$ cat src/rtl/mul_pkg.sv
// ---------------------------------------------------------------------------
// mul_pkg
// Shared types and constants for the multiply issue controller:
//   - FSM state enum (IDLE, RD, EXEC, DONE)
//   - bit positions of the fields in the 57-bit issue packet
//   - the packed form of a buffered packet and an unpack helper
// ---------------------------------------------------------------------------
package mul_pkg;

  localparam int XLEN  = 32;
  localparam int PHY_W = 8;
  localparam int PKT_W = 57;

  localparam int PKT_VALID  = 56;
  localparam int PKT_PC_HI  = 55;
  localparam int PKT_PC_LO  = 24;
  localparam int PKT_RD_HI  = 23;
  localparam int PKT_RD_LO  = 16;
  localparam int PKT_OP1_HI = 15;
  localparam int PKT_OP1_LO = 8;
  localparam int PKT_OP2_HI = 7;
  localparam int PKT_OP2_LO = 0;

  typedef enum logic [1:0] {
    IDLE = 2'd0,
    RD   = 2'd1,
    EXEC = 2'd2,
    DONE = 2'd3
  } mul_state_e;

  // Buffered packet: the valid bit is consumed at push time and not stored.
  typedef struct packed {
    logic [XLEN-1:0]  pc;
    logic [PHY_W-1:0] rd;
    logic [PHY_W-1:0] op1;
    logic [PHY_W-1:0] op2;
  } mul_pkt_t;

  function automatic mul_pkt_t pkt_unpack(input logic [PKT_W-1:0] raw);
    mul_pkt_t p;
    p.pc  = raw[PKT_PC_HI:PKT_PC_LO];
    p.rd  = raw[PKT_RD_HI:PKT_RD_LO];
    p.op1 = raw[PKT_OP1_HI:PKT_OP1_LO];
    p.op2 = raw[PKT_OP2_HI:PKT_OP2_LO];
    return p;
  endfunction

endpackage

$ cat src/rtl/mul_iter_core.sv
// ---------------------------------------------------------------------------
// mul_iter_core
// Shift-add multiplier datapath retiring STEP_BITS multiplier bits per step.
// Only the low XLEN bits of the product are accumulated. Step counting and
// sequencing belong to the controller.
// Ports:
//   clk      clock
//   load     capture a (multiplicand) and b (multiplier), clear accumulator
//   step     add the partial product for the low STEP_BITS of the multiplier
//   abort    clear the accumulator (pipeline flush)
//   a, b     operands
//   prod_lo  running product[31:0]; final after 32/STEP_BITS steps
// ---------------------------------------------------------------------------
module mul_iter_core
  import mul_pkg::*;
#(
  parameter int STEP_BITS = 2
) (
  input  logic            clk,
  input  logic            load,
  input  logic            step,
  input  logic            abort,
  input  logic [XLEN-1:0] a,
  input  logic [XLEN-1:0] b,
  output logic [XLEN-1:0] prod_lo
);

  logic [XLEN-1:0] r_acc;
  logic [XLEN-1:0] r_mcand;
  logic [XLEN-1:0] r_mplier;

  // Sum of the shifted multiplicand copies selected by the current digit;
  // bits shifted past XLEN cannot affect product[31:0] and are dropped.
  function automatic logic [XLEN-1:0] partial_sum(input logic [XLEN-1:0]      mc,
                                                  input logic [STEP_BITS-1:0] digit);
    logic [XLEN-1:0] s;
    s = '0;
    for (int j = 0; j < STEP_BITS; j++) begin
      if (digit[j]) s = s + (mc << j);
    end
    return s;
  endfunction

  // Datapath only: no reset, state is (re)established by load.
  always_ff @(posedge clk) begin
    if (abort) begin
      r_acc <= '0;
    end else if (load) begin
      r_acc    <= '0;
      r_mcand  <= a;
      r_mplier <= b;
    end else if (step) begin
      r_acc    <= r_acc + partial_sum(r_mcand, r_mplier[STEP_BITS-1:0]);
      r_mcand  <= r_mcand << STEP_BITS;
      r_mplier <= r_mplier >> STEP_BITS;
    end
  end

  assign prod_lo = r_acc;

endmodule

$ cat src/rtl/mul_issue_ctrl.sv
// ---------------------------------------------------------------------------
// mul_issue_ctrl
// Sequences the shared iterative multiplier behind the multiply reservation
// station: buffers issue packets in a skid FIFO, reads both operands from
// the physical register file, runs mul_iter_core for K = 32/STEP_BITS
// cycles and broadcasts a one-cycle result/wakeup strobe.
// Optional feature macro: MUL_PERF_EN (builds perf_ops_done and
// perf_full_cycles counters; otherwise both ports are tied to 0).
// Ports:
//   clk, reset_n            clock, asynchronous active-low reset
//   exception_sig, mret_sig synchronous pipeline flush
//   issue_in[56:0]          {valid, PC, Rd, op1 phys, op2 phys}
//   rf_raddr1/2             RF read addresses (driven while popping)
//   rf_rdata1/2             RF data, one cycle after the address
//   mul_fifo_afull          FIFO count >= FIFO_DEPTH-1
//   mul_busy                FSM not idle or FIFO non-empty
//   MUL_result_valid/dest   one-cycle wakeup/writeback strobe
//   mul_result_data/PC      product[31:0] and PC of the completing op
//   mul_overflow_err        sticky: packet dropped on a full FIFO
//   perf_ops_done           completed operations (MUL_PERF_EN)
//   perf_full_cycles        cycles with the FIFO full (MUL_PERF_EN)
// ---------------------------------------------------------------------------
module mul_issue_ctrl
  import mul_pkg::*;
#(
  parameter int FIFO_DEPTH = 4,
  parameter int STEP_BITS  = 2
) (
  input  logic              clk,
  input  logic              reset_n,
  input  logic              exception_sig,
  input  logic              mret_sig,
  input  logic [PKT_W-1:0]  issue_in,
  output logic [PHY_W-1:0]  rf_raddr1,
  output logic [PHY_W-1:0]  rf_raddr2,
  input  logic [XLEN-1:0]   rf_rdata1,
  input  logic [XLEN-1:0]   rf_rdata2,
  output logic              mul_fifo_afull,
  output logic              mul_busy,
  output logic              MUL_result_valid,
  output logic [PHY_W-1:0]  MUL_result_dest,
  output logic [XLEN-1:0]   mul_result_data,
  output logic [XLEN-1:0]   mul_result_PC,
  output logic              mul_overflow_err,
  output logic [31:0]       perf_ops_done,
  output logic [31:0]       perf_full_cycles
);

  localparam int K     = XLEN / STEP_BITS;
  localparam int PTR_W = $clog2(FIFO_DEPTH);
  localparam int CNT_W = $clog2(K);

  localparam logic [PTR_W:0]   CNT_FULL  = (PTR_W+1)'(FIFO_DEPTH);
  localparam logic [PTR_W:0]   CNT_AFULL = (PTR_W+1)'(FIFO_DEPTH - 1);
  localparam logic [CNT_W-1:0] STEP_LAST = CNT_W'(K - 1);

  mul_state_e       r_state;
  mul_state_e       w_state_nxt;

  mul_pkt_t         r_mem [FIFO_DEPTH];
  logic [PTR_W-1:0] r_wptr;
  logic [PTR_W-1:0] r_rptr;
  logic [PTR_W:0]   r_count;
  logic [CNT_W-1:0] r_step_cnt;
  logic [XLEN-1:0]  r_pc;
  logic [PHY_W-1:0] r_rd;

  logic             w_flush;
  logic             w_empty;
  logic             w_full;
  logic             w_rd_sel;
  logic             w_pop;
  logic             w_push_req;
  logic             w_push;
  logic             w_load;
  logic             w_step;
  logic             w_core_load;
  logic             w_core_step;
  logic [XLEN-1:0]  w_prod;
  mul_pkt_t         w_head;

  assign w_flush    = exception_sig | mret_sig;
  assign w_empty    = (r_count == '0);
  assign w_full     = (r_count == CNT_FULL);
  assign w_head     = r_mem[r_rptr];
  // Head selection (and its RF addresses) does not depend on flush; only
  // the actual pop is suppressed by it.
  assign w_pop      = w_rd_sel & ~w_flush;
  assign w_push_req = issue_in[PKT_VALID] & ~w_flush;
  // A pop in the same cycle frees the slot, so a full FIFO still accepts.
  assign w_push     = w_push_req & (~w_full | w_pop);

  assign mul_fifo_afull = (r_count >= CNT_AFULL);
  assign mul_busy       = (r_state != IDLE) | ~w_empty;

  // ---- FIFO control ----
  always_ff @(posedge clk or negedge reset_n) begin
    if (!reset_n) begin
      r_wptr           <= '0;
      r_rptr           <= '0;
      r_count          <= '0;
      mul_overflow_err <= 1'b0;
    end else begin
      if (w_push_req && w_full && !w_pop) mul_overflow_err <= 1'b1;
      if (w_flush) begin
        r_wptr  <= '0;
        r_rptr  <= '0;
        r_count <= '0;
      end else begin
        if (w_push) r_wptr <= r_wptr + 1'b1;
        if (w_pop)  r_rptr <= r_rptr + 1'b1;
        unique case ({w_push, w_pop})
          2'b10:   r_count <= r_count + 1'b1;
          2'b01:   r_count <= r_count - 1'b1;
          default: ;
        endcase
      end
    end
  end

  // ---- FIFO storage and in-flight op tags (datapath, no reset) ----
  always_ff @(posedge clk) begin
    if (w_push) r_mem[r_wptr] <= pkt_unpack(issue_in);
    if (w_pop) begin
      r_pc <= w_head.pc;
      r_rd <= w_head.rd;
    end
  end

  // ---- FSM state register and step counter ----
  always_ff @(posedge clk or negedge reset_n) begin
    if (!reset_n) begin
      r_state    <= IDLE;
      r_step_cnt <= '0;
    end else begin
      r_state <= w_state_nxt;
      if (r_state == RD)        r_step_cnt <= '0;
      else if (r_state == EXEC) r_step_cnt <= r_step_cnt + 1'b1;
    end
  end

  // ---- FSM next state ----
  always_comb begin
    w_state_nxt = r_state;
    unique case (r_state)
      IDLE:    if (w_pop) w_state_nxt = RD;
      RD:      w_state_nxt = EXEC;
      EXEC:    if (r_step_cnt == STEP_LAST) w_state_nxt = DONE;
      DONE:    w_state_nxt = w_pop ? RD : IDLE;
      default: w_state_nxt = IDLE;
    endcase
    if (w_flush) w_state_nxt = IDLE;
  end

  // ---- FSM outputs ----
  always_comb begin
    w_rd_sel         = 1'b0;
    w_load           = 1'b0;
    w_step           = 1'b0;
    rf_raddr1        = '0;
    rf_raddr2        = '0;
    MUL_result_valid = 1'b0;
    MUL_result_dest  = '0;
    mul_result_data  = '0;
    mul_result_PC    = '0;
    unique case (r_state)
      IDLE: w_rd_sel = ~w_empty;
      RD:   w_load   = 1'b1;
      EXEC: w_step   = 1'b1;
      DONE: begin
        // Next op is started in the completion cycle to avoid an IDLE bubble.
        w_rd_sel         = ~w_empty;
        MUL_result_valid = 1'b1;
        MUL_result_dest  = r_rd;
        mul_result_data  = w_prod;
        mul_result_PC    = r_pc;
      end
      default: ;
    endcase
    if (w_rd_sel) begin
      rf_raddr1 = w_head.op1;
      rf_raddr2 = w_head.op2;
    end
  end

  assign w_core_load = w_load & ~w_flush;
  assign w_core_step = w_step & ~w_flush;

  mul_iter_core #(
    .STEP_BITS (STEP_BITS)
  ) u_core (
    .clk     (clk),
    .load    (w_core_load),
    .step    (w_core_step),
    .abort   (w_flush),
    .a       (rf_rdata1),
    .b       (rf_rdata2),
    .prod_lo (w_prod)
  );

`ifdef MUL_PERF_EN
  logic [31:0] r_perf_ops;
  logic [31:0] r_perf_full;

  // Free-running, wrap at 2^32; flush does not clear them.
  always_ff @(posedge clk or negedge reset_n) begin
    if (!reset_n) begin
      r_perf_ops  <= '0;
      r_perf_full <= '0;
    end else begin
      if (MUL_result_valid) r_perf_ops  <= r_perf_ops + 32'd1;
      if (w_full)           r_perf_full <= r_perf_full + 32'd1;
    end
  end

  assign perf_ops_done    = r_perf_ops;
  assign perf_full_cycles = r_perf_full;
`else
  assign perf_ops_done    = '0;
  assign perf_full_cycles = '0;
`endif

endmodule

$ cat config.mk
export PLATFORM = sky130hd
export DESIGN_NAME = mul_issue_ctrl
export DESIGN_NICKNAME = d
export VERILOG_FILES = /design/src/rtl/mul_pkg.sv /design/src/rtl/mul_iter_core.sv /design/src/rtl/mul_issue_ctrl.sv
export SDC_FILE = /design/constraint.sdc
export NUM_CORES = 1
export LEC_CHECK = 0
export CAP_MARGIN = 25
export CORE_MARGIN = 2
export CORE_UTILIZATION = 55
export DETAILED_ROUTE_END_ITERATION = 10
export GPL_TIMING_DRIVEN = 0
export PLACE_DENSITY = 0.79
export SLEW_MARGIN = 20
export SYNTH_ARGS = -nofsm -noshare
export SYNTH_HDL_FRONTEND = slang
export SYNTH_SLANG_ARGS = --single-unit
$ cat constraint.sdc
create_clock -name clk -period 7.6 [get_ports clk]
set_clock_uncertainty 0.05 [all_clocks]
set_input_delay 0.76 -clock clk [delete_from_list [all_inputs] [get_ports clk]]
set_output_delay 0.76 -clock clk [all_outputs]
set_load 0.005 [all_outputs]
; ---- After elaboration in Yosys (flattened, before gate mapping)
; Memories as Yosys holds them, arrays and structs flattened.
; Index checks and enable logic that the tools add are counted.
[word_totals]
regBits = 150
ram_bits = 224
inputBits = 125
output_inout_bits = 156
wordCells = 91
memories = 1
[op_classes]
n_addsub = 7
order_cmp = 1
n_eq_ne = 9
muxes = 36
bitwise_logic = 11
n_reduce_logical = 15
[memory_table]
columns = memory, words, word_bits, read_ports, rd_ports_with_merged_regs, wr, line_no
row1 = r_mem, 4, 56, 1, 0, 1, mul_issue_ctrl.sv:60  ; mul_pkt_t r_mem [FIFO_DEPTH];
[op_table]
columns = op, count
row1 = $mux W32, 14
row2 = $add A32 B32 Y32, 2
row3 = $mux W8, 3
row4 = $mux W2, 7
row5 = $reduce_bool A2 Y1, 5
row6 = $mux W4, 2
row7 = $pmux W2 S4, 1
row8 = $mux W1, 7
row9 = $eq A2 B2 Y1 const B, 3
row10 = $pmux W3 S2, 1
row11 = $and A1 B1 Y1, 5
row12 = $add A2 B1 Y2 const B, 2
row13 = $add A4 B1 Y4 const B, 1
row14 = $eq A2 B1 Y1 const B, 2
row15 = $eq A4 B4 Y1 const B, 1
row16 = $reduce_and A2 Y1, 2
row17 = $reduce_or A2 Y1, 2
row18 = $add A3 B1 Y3 const B, 1
row19 = $eq A3 B3 Y1 const B, 1
row20 = $ge A3 B2 Y1 const B, 1
row21 = $logic_not A3 Y1, 1
row22 = $mux W3, 1
row23 = $ne A3 B2 Y1 const B, 1
row24 = $ne A3 B3 Y1 const B, 1
row25 = 7 further kinds, 12

; ---- Logic depth before layout (Yosys ltp)
; Gate-level depths: netlist of the first run.
[logic_depth]
word_depth = 12
depth_mapped = 29
depth_no_buf = 24

; ---- Modules after synthesis
; A second synthesis of the first run with hierarchy kept.
[hier_totals]
cells_unflattened = 1431
hier_area_um2 = 19064.5
[modules_own_cells]
columns = mod, n_inst, cells_each, area_per_inst_um2, seq_area_each_um2
row1 = mul_issue_ctrl, 1, 602, 11388.4, 8277.9
row2 = mul_iter_core, 1, 829, 7676.1, 2562.5

; ---- Worst setup path before layout of the first run
; No wires, ideal clock.
[synth_timing]
path_type = register -> register
from = register u_core.r_mplier[0]
to = register u_core.r_acc[31] (netlist: u_core.prod_lo[31])
setup_time_ns = 0.072
arrival_ns = 5.721
required_time_ns = 7.478
slack_ns = 1.758
stages_incl_launch_ff = 30
n_path_buf = 6
synth_period_minus_slack_ns = 5.842
path_cell_list = edfxtp_1 > buf_2 > buf_6 > buf_2 > clkbuf_1 > clkbuf_1 > and2_1 > ha_1 > a21oi_1 > maj3_2 > a221oi_2 > o21a_1 > o21ai_1 > a22oi_1 > a211o_1 > xor2_1 > nand2_1 > a32o_1 > ha_1 > clkbuf_1 > a211oi_1 > nor3b_1 > o2111ai_1 > nand2_1 > o211ai_2 > a211oi_1 > o311a_1 > or3_1 > mux2i_1 > mux2i_1
[synth_via]
elab_chain_len = 10
[synth_rtl]
columns = element, line_no
row1 = start: declaration, mul_iter_core.sv:30  ; logic [XLEN-1:0] r_mplier;
row2 = start signal: assignment, mul_iter_core.sv:55  ; r_mplier <= r_mplier >> STEP_BITS;
row3 = $mux W32 (*), mul_iter_core.sv:39  ; if (digit[j]) s = s + (mc << j);
row4 = $mux W32 (*), mul_iter_core.sv:52  ; end else if (step) begin
row5 = $mux W32 (*), mul_iter_core.sv:48  ; end else if (load) begin
row6 = $mux W32 (*), mul_iter_core.sv:46  ; if (abort) begin
row7 = $add A32 B32 Y32, mul_iter_core.sv:39
row8 = $mux W32 (*), mul_iter_core.sv:39
row9 = $mux W32 (*), mul_iter_core.sv:52
row10 = $mux W32 (*), mul_iter_core.sv:48
row11 = $mux W32 (*), mul_iter_core.sv:46
row12 = $add A32 B32 Y32 (*), mul_iter_core.sv:53  ; r_acc <= r_acc + partial_sum(r_mcand, r_mplier[STEP_BITS-1:0]);
row13 = end signal: assignment, mul_iter_core.sv:53
row14 = end: declaration, mul_iter_core.sv:28  ; logic [XLEN-1:0] r_acc;
; Mark *: on every way between the ends. The rest lies on a longest branch, timed or not. The select of a mux whose other input is x is not followed.
; A chain may end at the register's enable or synchronous reset.

; ---- Final worst setup path of the first run
; Same ends and word-level chain as after synthesis.

==> qor.csv, run 1 <==
metric,value,unit
status,"complete, no violations",
hold buffers post-CTS,0,
Core ar.,34400,sq um
Post-DP HPWL,31.3,mm
sequential area share after synthesis,56.9,%
fraction of registers with async set/reset,3.74,%
design area,23500,sq um
H-tree lvl count,2,
Syn. warnings,0,
DR WL/cell,20.0,microns
Syn Area/Cell,13.3,sq um
gr usage total,24.6,%
setup ws final,0.515,ns
worst hold path type,reg2reg,
total CTS buffers,39,
largest net degree at the start of global routing,47,
placed insts,2172,
required time of the critical path,8.02,ns
WL final,44.8,mm
initial DRC count,748,
placed cell areas,22200,sq um
Final Hold Fails,0,
Remaining DRCs,0,
Via density,5.60,
Critical-path top delay cell,clkbuf_1,
worst slack at placement,0.408,ns
max-cap viol count,0,
Sink Count,374,
Worst-path clk slew,0.06,ns
RSZ-0062 raised after global routing,false,
Slew @ Worst Pin,0.931,ns
post-layout min period,7.08,ns
Power Density,187,nW/um^2
VDD IR max,206,uV
period utilization,93.2,%
setup TNS,0,ns
initial antenna violation count,5,
Netlist cell types,87,
DR pass1 iterations,5,
ratio of cells with drive above 1 in the final layout,16.5,%
fmax,0.141,GHz
WS Path Type,reg2reg,
startpoint types,flop,
Initial Utilization,55.5,%
critical path arrival,7.50,ns
Area Overhead vs Synth,23.4,%
GP Congestion,0.896,
Max transition margin,37.9,%
Setup-failing EPs final,0,
leakage,8.57,nW
clk buf depth,3,
number of synthesized flops with an enable pin,328,
CP max stage delay,0.40,ns
IO Pins,281,
global-route wire length before repair,68.5,mm
post-synthesis cell count,1432,
root buf cell,clkbuf_16,
CP endpoint kind,flop,
Die Span Y,190,microns
IO buf count,215,
post-synthesis register bit count,374,
nets,1946,
Die X,190,microns
GRT Residual Overflow,0,
Clock Latency Late Sink,0.55,ns
vias in the first global route,12400,
Routed Antenna Nets,0,
Netlist Area Pre-Place,19100,sq um
Rows,68,
Vias,12600,
Fin Hold WS,0.417,ns
CP Max Fanout,10,
fin cells,2242,
Max Slew Vio Count,0,
CTS tree,done,
Die Area,36200,sq um
dominant synthesized flop cell,edfxtp_1,
through the flow:
| stage | utilization, % | power (mW) |
|---|---|---|
| 2_1_floorplan | - | 2.41 |
| 3_3_place_gp | 64.1 | 2.51 |
| 3_5_place_dp | 64.7 | 2.52 |
| 4_1_cts | 68.4 | 4.41 |
| 5_1_grt | 68.4 | 4.51 |
| 6_report | 68.4 | 4.39 |
layout by cell type (no fill, tap or decap), types with 8 or more instances in the layout:
master | netlist | final
a211oi_1 | 16 | 16
a21o_1 | 32 | 32
a21oi_1 | 61 | 61
and2_1 | 113 | 109
and3_1 | 12 | 12
buf_1 | 8 | 8
buf_2 | 12 | 12
buf_4 | 64 | 64
clkbuf_1 | 51 | 55
clkbuf_16 | 0 | 40
clkdlybuf4s50_1 | 0 | 215
conb_1 | 1 | 64
dfrtp_1 | 14 | 14
dfxtp_1 | 32 | 32
edfxtp_1 | 328 | 328
ha_1 | 60 | 60
inv_1 | 25 | 25
mux2_2 | 70 | 70
mux2i_1 | 32 | 32
mux4_2 | 56 | 56
nand2_1 | 71 | 71
nand2b_1 | 8 | 8
nand3_1 | 19 | 19
nand4_1 | 11 | 11
nor2_1 | 75 | 73
nor2b_1 | 8 | 8
nor3_1 | 15 | 15
o21a_1 | 10 | 10
o21ai_0 | 38 | 38
o21bai_1 | 8 | 8
o31ai_1 | 8 | 8
xnor2_1 | 34 | 34
xor2_1 | 28 | 28
cells in the mapped netlist, types with 34 or more instances:
cell / instances / share of area (%)
edfxtp_1: 328 / 52
buf_4: 64 / 2.5
mux2_2: 70 / 4.1
nand2_1: 71 / 1.4
a21oi_1: 61 / 1.6
mux4_2: 56 / 6.6
o21ai_0: 38 / 1.0
ha_1: 60 / 3.9
nor2_1: 75 / 1.5
and2_1: 113 / 3.7
clkbuf_1: 51 / 1.0
xnor2_1: 34 / 1.6
worst max-delay path: cells and delay by family, from the launching register on:
family / cells / cell delay [ns]
compound gates: 11 / 2.53
xor+xnor: 1 / 0.15
mux: 2 / 0.36
buf+inv: 7 / 1.68
flops: 1 / 0.34
fa+ha+maj: 3 / 0.87
simple gates: 5 / 1.04
registers in the layout, summed over array words and instances (netlist names):
register	flops
r_pc	32
r_count	3
u_core.r_mcand	32
u_core.prod_lo	32
r_step_cnt	4
r_mem	224
r_rd	8
r_state	2
r_rptr	2
u_core.r_mplier	32
mul_overflow_err	1
r_wptr	2
where the power goes:
group          switching [mW]  internal, mW  total [mW]  leakage, nW
logic                  0.0942         0.126       0.220         4.55
clock network           0.787          1.12        1.90        0.611
registers              0.0112          2.25        2.26         3.40
total                   0.892          3.50        4.39         8.57
cells by family (layout without fill, tap and decap cells):
group,after synthesis,in the layout,synth area share (%)
AO/OA/AOI/OAI,242,242,8.65
XOR/XNOR,62,62,2.85
adder cells (fa/ha/maj),64,64,4.31
buffers and inverters,164,452,4.65
flip-flops,374,374,56.9
multiplexers,158,158,12.4
other,1,68,0.0197
AND/OR/NAND/NOR,367,367,10.2
timing repair:
| action | in CTS | in global routing |
|---|---|---|
| buffers inserted | 0 | 0 |
| gates resized for setup | 0 | 3 |
| endpoints found under the setup margin | 0 | 5 |
cell type report:
class | instances | area, sq um
multi-input combinational | 957 | 7610
buffer | 137 | 786
inverter | 27 | 101
fill | 2467 | 10900
clock inverter | 19 | 215
antenna | 4 | 10.0
tap | 455 | 569
clock buffer | 47 | 1050
sequential | 374 | 10800
timing repair buffer | 222 | 2340
path summary, 6_finish.rpt:
path	startpoint	endpoint	slack (ns)	cells past startpoint
worst max-delay path	u_core.r_mplier[0]$_DFFE_PP_	u_core.prod_lo[31]$_SDFFE_PP0P_	0.52	29
min in group asynchronous	reset_n	r_rptr[0]$_DFFE_PN0P_	0.57	1
worst max register to register	u_core.r_mplier[0]$_DFFE_PP_	u_core.prod_lo[31]$_SDFFE_PP0P_	0.52	29
worst min-delay path	u_core.prod_lo[28]$_SDFFE_PP0P_	u_core.prod_lo[28]$_SDFFE_PP0P_	0.42	2
worst min register to register	u_core.prod_lo[28]$_SDFFE_PP0P_	u_core.prod_lo[28]$_SDFFE_PP0P_	0.42	2
max in group asynchronous	reset_n	r_state[0]$_DFFE_PN0P_	6.50	1
routing by layer:
metal	GRT usage, %	share of wire, %	vias up
li1	-	-	5950
met1	30.4	40	6128
met2	42.4	50	380
met3	5.53	6.2	95
met4	9.36	3.5	2
met5	0	0.027	-
(Power assumes the default switching activity.)
==> run 2: changes to the inputs <==
- CORE_UTILIZATION: 55 -> 63
- DONT_BUFFER_PORTS: not set -> 1
- PLACE_DENSITY: 0.79 -> 0.77
==> run 2 against run 1 <==
Critical endpoint unchanged; sequential share of layout area rose by 4.6 points; combinational power decreased by 36%; largest cell class unchanged; register-to-register slack improved by 0.04 ns; die area decreased by 12%; setup slack better by 0.037 ns; critical path type unchanged; count of clock-buffer cells in the layout is 2 higher; clock power up 6%; via count is 4.3% lower.
==> qor.csv, run 2 (same netlist as run 1, synthesis figures left out) <==
metric,value,unit,change
sequential power share,51.3,%,-0.3 points
GP Congestion,0.915,,+2.1%
P_int,3.52,mW,+0.60%
DRT met1 WL,16.9,mm,-6.0%
top sig layer,met4,,
setup TNS,0,ns,unchanged
met2 WL,23.0,mm,+2.4%
Post-DP HPWL,29.9,mm,-4.3%
Sw Pwr,897,uW,+0.53%
Setup-failing EPs final,0,,unchanged
worst reg2reg startpoint,u_core.r_mplier[0]$_DFFE_PP_,,
Sink Count,374,,unchanged
startpoint types,flop,,
hold path depth,0,,-2
Final Hold Fails,0,,unchanged
Power Density,206,nW/um^2,+11%
WL final,44.8,mm,about the same
CTS tree,done,,
Via density,6.09,,+8.8%
fmax,0.142,GHz,+0.52%
Initial Utilization,64.2,%,+8.7 points
Comb power frac,3.2,%,-1.8 points
IO Pins,281,,unchanged
Die Area,31700,sq um,-12%
IO buf count,0,,-100%
Worst-path clk slew,0.07,ns,about the same
reg2reg end,u_core.prod_lo[31]$_SDFFE_PP0P_,,
final core occ,72.0,%,+3.6 points
design area,21400,sq um,-9.0%
"Most flops, register",r_mem,,
most frequent cells in the layout,"edfxtp_1, and2_1, nor2_1, nand2_1, mux2_2",,
nets,1733,,-11%
Vias,12000,,-4.3%
CP max stage delay,0.40,ns,about the same
largest net degree at the start of global routing,50,,+6.4%
worst reg-to-reg setup slack,0.55,ns,+0.04 ns
placed cell areas,20000,sq um,-10%
worst r2r path cells,29,,unchanged
"most common cell after layout, fill and taps aside",edfxtp_1,,
Critical-path top delay cell,a221oi_2,,
Rows,63,,-7.4%
Max transition margin,25.9,%,-12 points
critical path arrival,7.45,ns,-0.05 ns
Core ar.,29700,sq um,-14%
Routed Antenna Nets,0,,unchanged
GRT Residual Overflow,0,,unchanged
Max Slew Vio Count,0,,unchanged
RSZ-0062 raised after global routing,false,,
CP endpoint kind,flop,,
Die X,178,microns,-6.4%
DR WL/cell,22.7,microns,+14%
WS Path Type,reg2reg,,
initial DRC count,1091,,+46%
ratio of cells with drive above 1 in the final layout,19.0,%,+2.4 points
CP Max Fanout,10,,unchanged
Remaining DRCs,0,,unchanged
Met3 Wirelength,3.62,mm,+30%
Worst setup startpoint,u_core.r_mplier[0]$_DFFE_PP_,,
Die Span Y,178,microns,-6.4%
initial antenna violation count,5,,unchanged
Slew @ Worst Pin,1.11,ns,+0.180 ns
max-cap viol count,0,,unchanged
clk buf depth,3,,unchanged
switching share of power,20.3,%,about the same
Area Overhead vs Synth,12.2,%,
Clk network pwr share,45.5,%,+2.1 points
leakage,7.83,nW,-8.6%
total CTS buffers,39,,unchanged
gr usage total,28.3,%,+3.6 points
DR pass1 iterations,7,,+2
status,"complete, no violations",,
Largest register FFs,224,,unchanged
hold_sp,issue_in[17],,
Hold Path End,r_mem[0][17]$_DFFE_PP_,,
vias in the first global route,11700,,-5.5%
period utilization,92.7,%,-0.48 points
required time of the critical path,8.00,ns,-0.02 ns
global-route wire length before repair,67.7,mm,-1.2%
Fin Hold WS,0.249,ns,-0.168 ns
Clock Latency Late Sink,0.54,ns,about the same
post-layout min period,7.05,ns,-0.0369 ns
root buf cell,clkbuf_16,,
worst hold path type,in2reg,,
H-tree lvl count,2,,unchanged
# fillers,1956,,-21%
VDD IR max,234,uV,+13%
-- run 2: worst max-delay path: cells and delay by family (launching register included) --
kind                       cells  cell delay (ns)
adders and majority gates      3             0.82
muxes                          2             0.41
xor gates and xnor gates       1             0.15
DFF                            1             0.37
AOI/OAI and AO/OA             11             2.56
buffers and inverters          7             1.59
and+or+nand+nor                5             1.01
-- run 2: per-layer routing --
| metal | track usage, % | vias to the layer above |
|---|---|---|
| li1 | - | 5490 |
| met1 | 34.8 | 5938 |
| met2 | 48.8 | 505 |
| met3 | 7.13 | 79 |
| met4 | 9.43 | 0 |
| met5 | 0 | - |
-- run 2: repair_timing --
action | CTS | global route
gates resized for setup | 0 | 4
endpoints found under the hold margin | 14 | 0
setup buffers | 0 | 0
hold buffers | 1 | 0
setup endpoints to repair | 0 | 6
-- run 2: how the worst max path moves through the flow --
stage	endpoint	slack (ns)	depth (start not counted)
floorplan	u_core.prod_lo[31]$_SDFFE_PP0P_	1.76	29
global placement	u_core.prod_lo[31]$_SDFFE_PP0P_	0.48	29
detailed placement	u_core.prod_lo[31]$_SDFFE_PP0P_	0.37	29
CTS	u_core.prod_lo[31]$_SDFFE_PP0P_	0.35	29
global route	u_core.prod_lo[31]$_SDFFE_PP0P_	0.04	29
finish	u_core.prod_lo[31]$_SDFFE_PP0P_	0.55	29
-- run 2: cell type report --
class	instances	area, sq um	area share, %
buffer	137	787	3.68
sequential	374	10800	50.7
clock inverter	23	299	1.40
inverter	27	101	0.474
antenna	5	12.5	0.0585
clock buffer	49	1050	4.93
multi-input combinational	957	7600	35.5
tap	390	488	2.28
timing repair buffer	9	215	1.01
-- run 2: metrics by stage --
step           std cells  total power [mW]  setup WS (ns)
2_1_floorplan       1495              2.41           1.76
3_3_place_gp        1885              2.43          0.485
3_5_place_dp        1893              2.44          0.370
4_1_cts             1966              4.44          0.345
5_1_grt             1968              4.52         0.0388
6_report            1971              4.41          0.552
-- run 2: power groups by stage --
stage / clock, mW / sequential [mW] / combinational [mW]
after global routing: 2.10 / 2.27 / 0.155
after CTS: 2.03 / 2.26 / 0.138
after global placement: 0 / 2.31 / 0.126
after detailed placement: 0 / 2.31 / 0.135
final: 2.01 / 2.26 / 0.141
after floorplan: 0 / 2.30 / 0.108
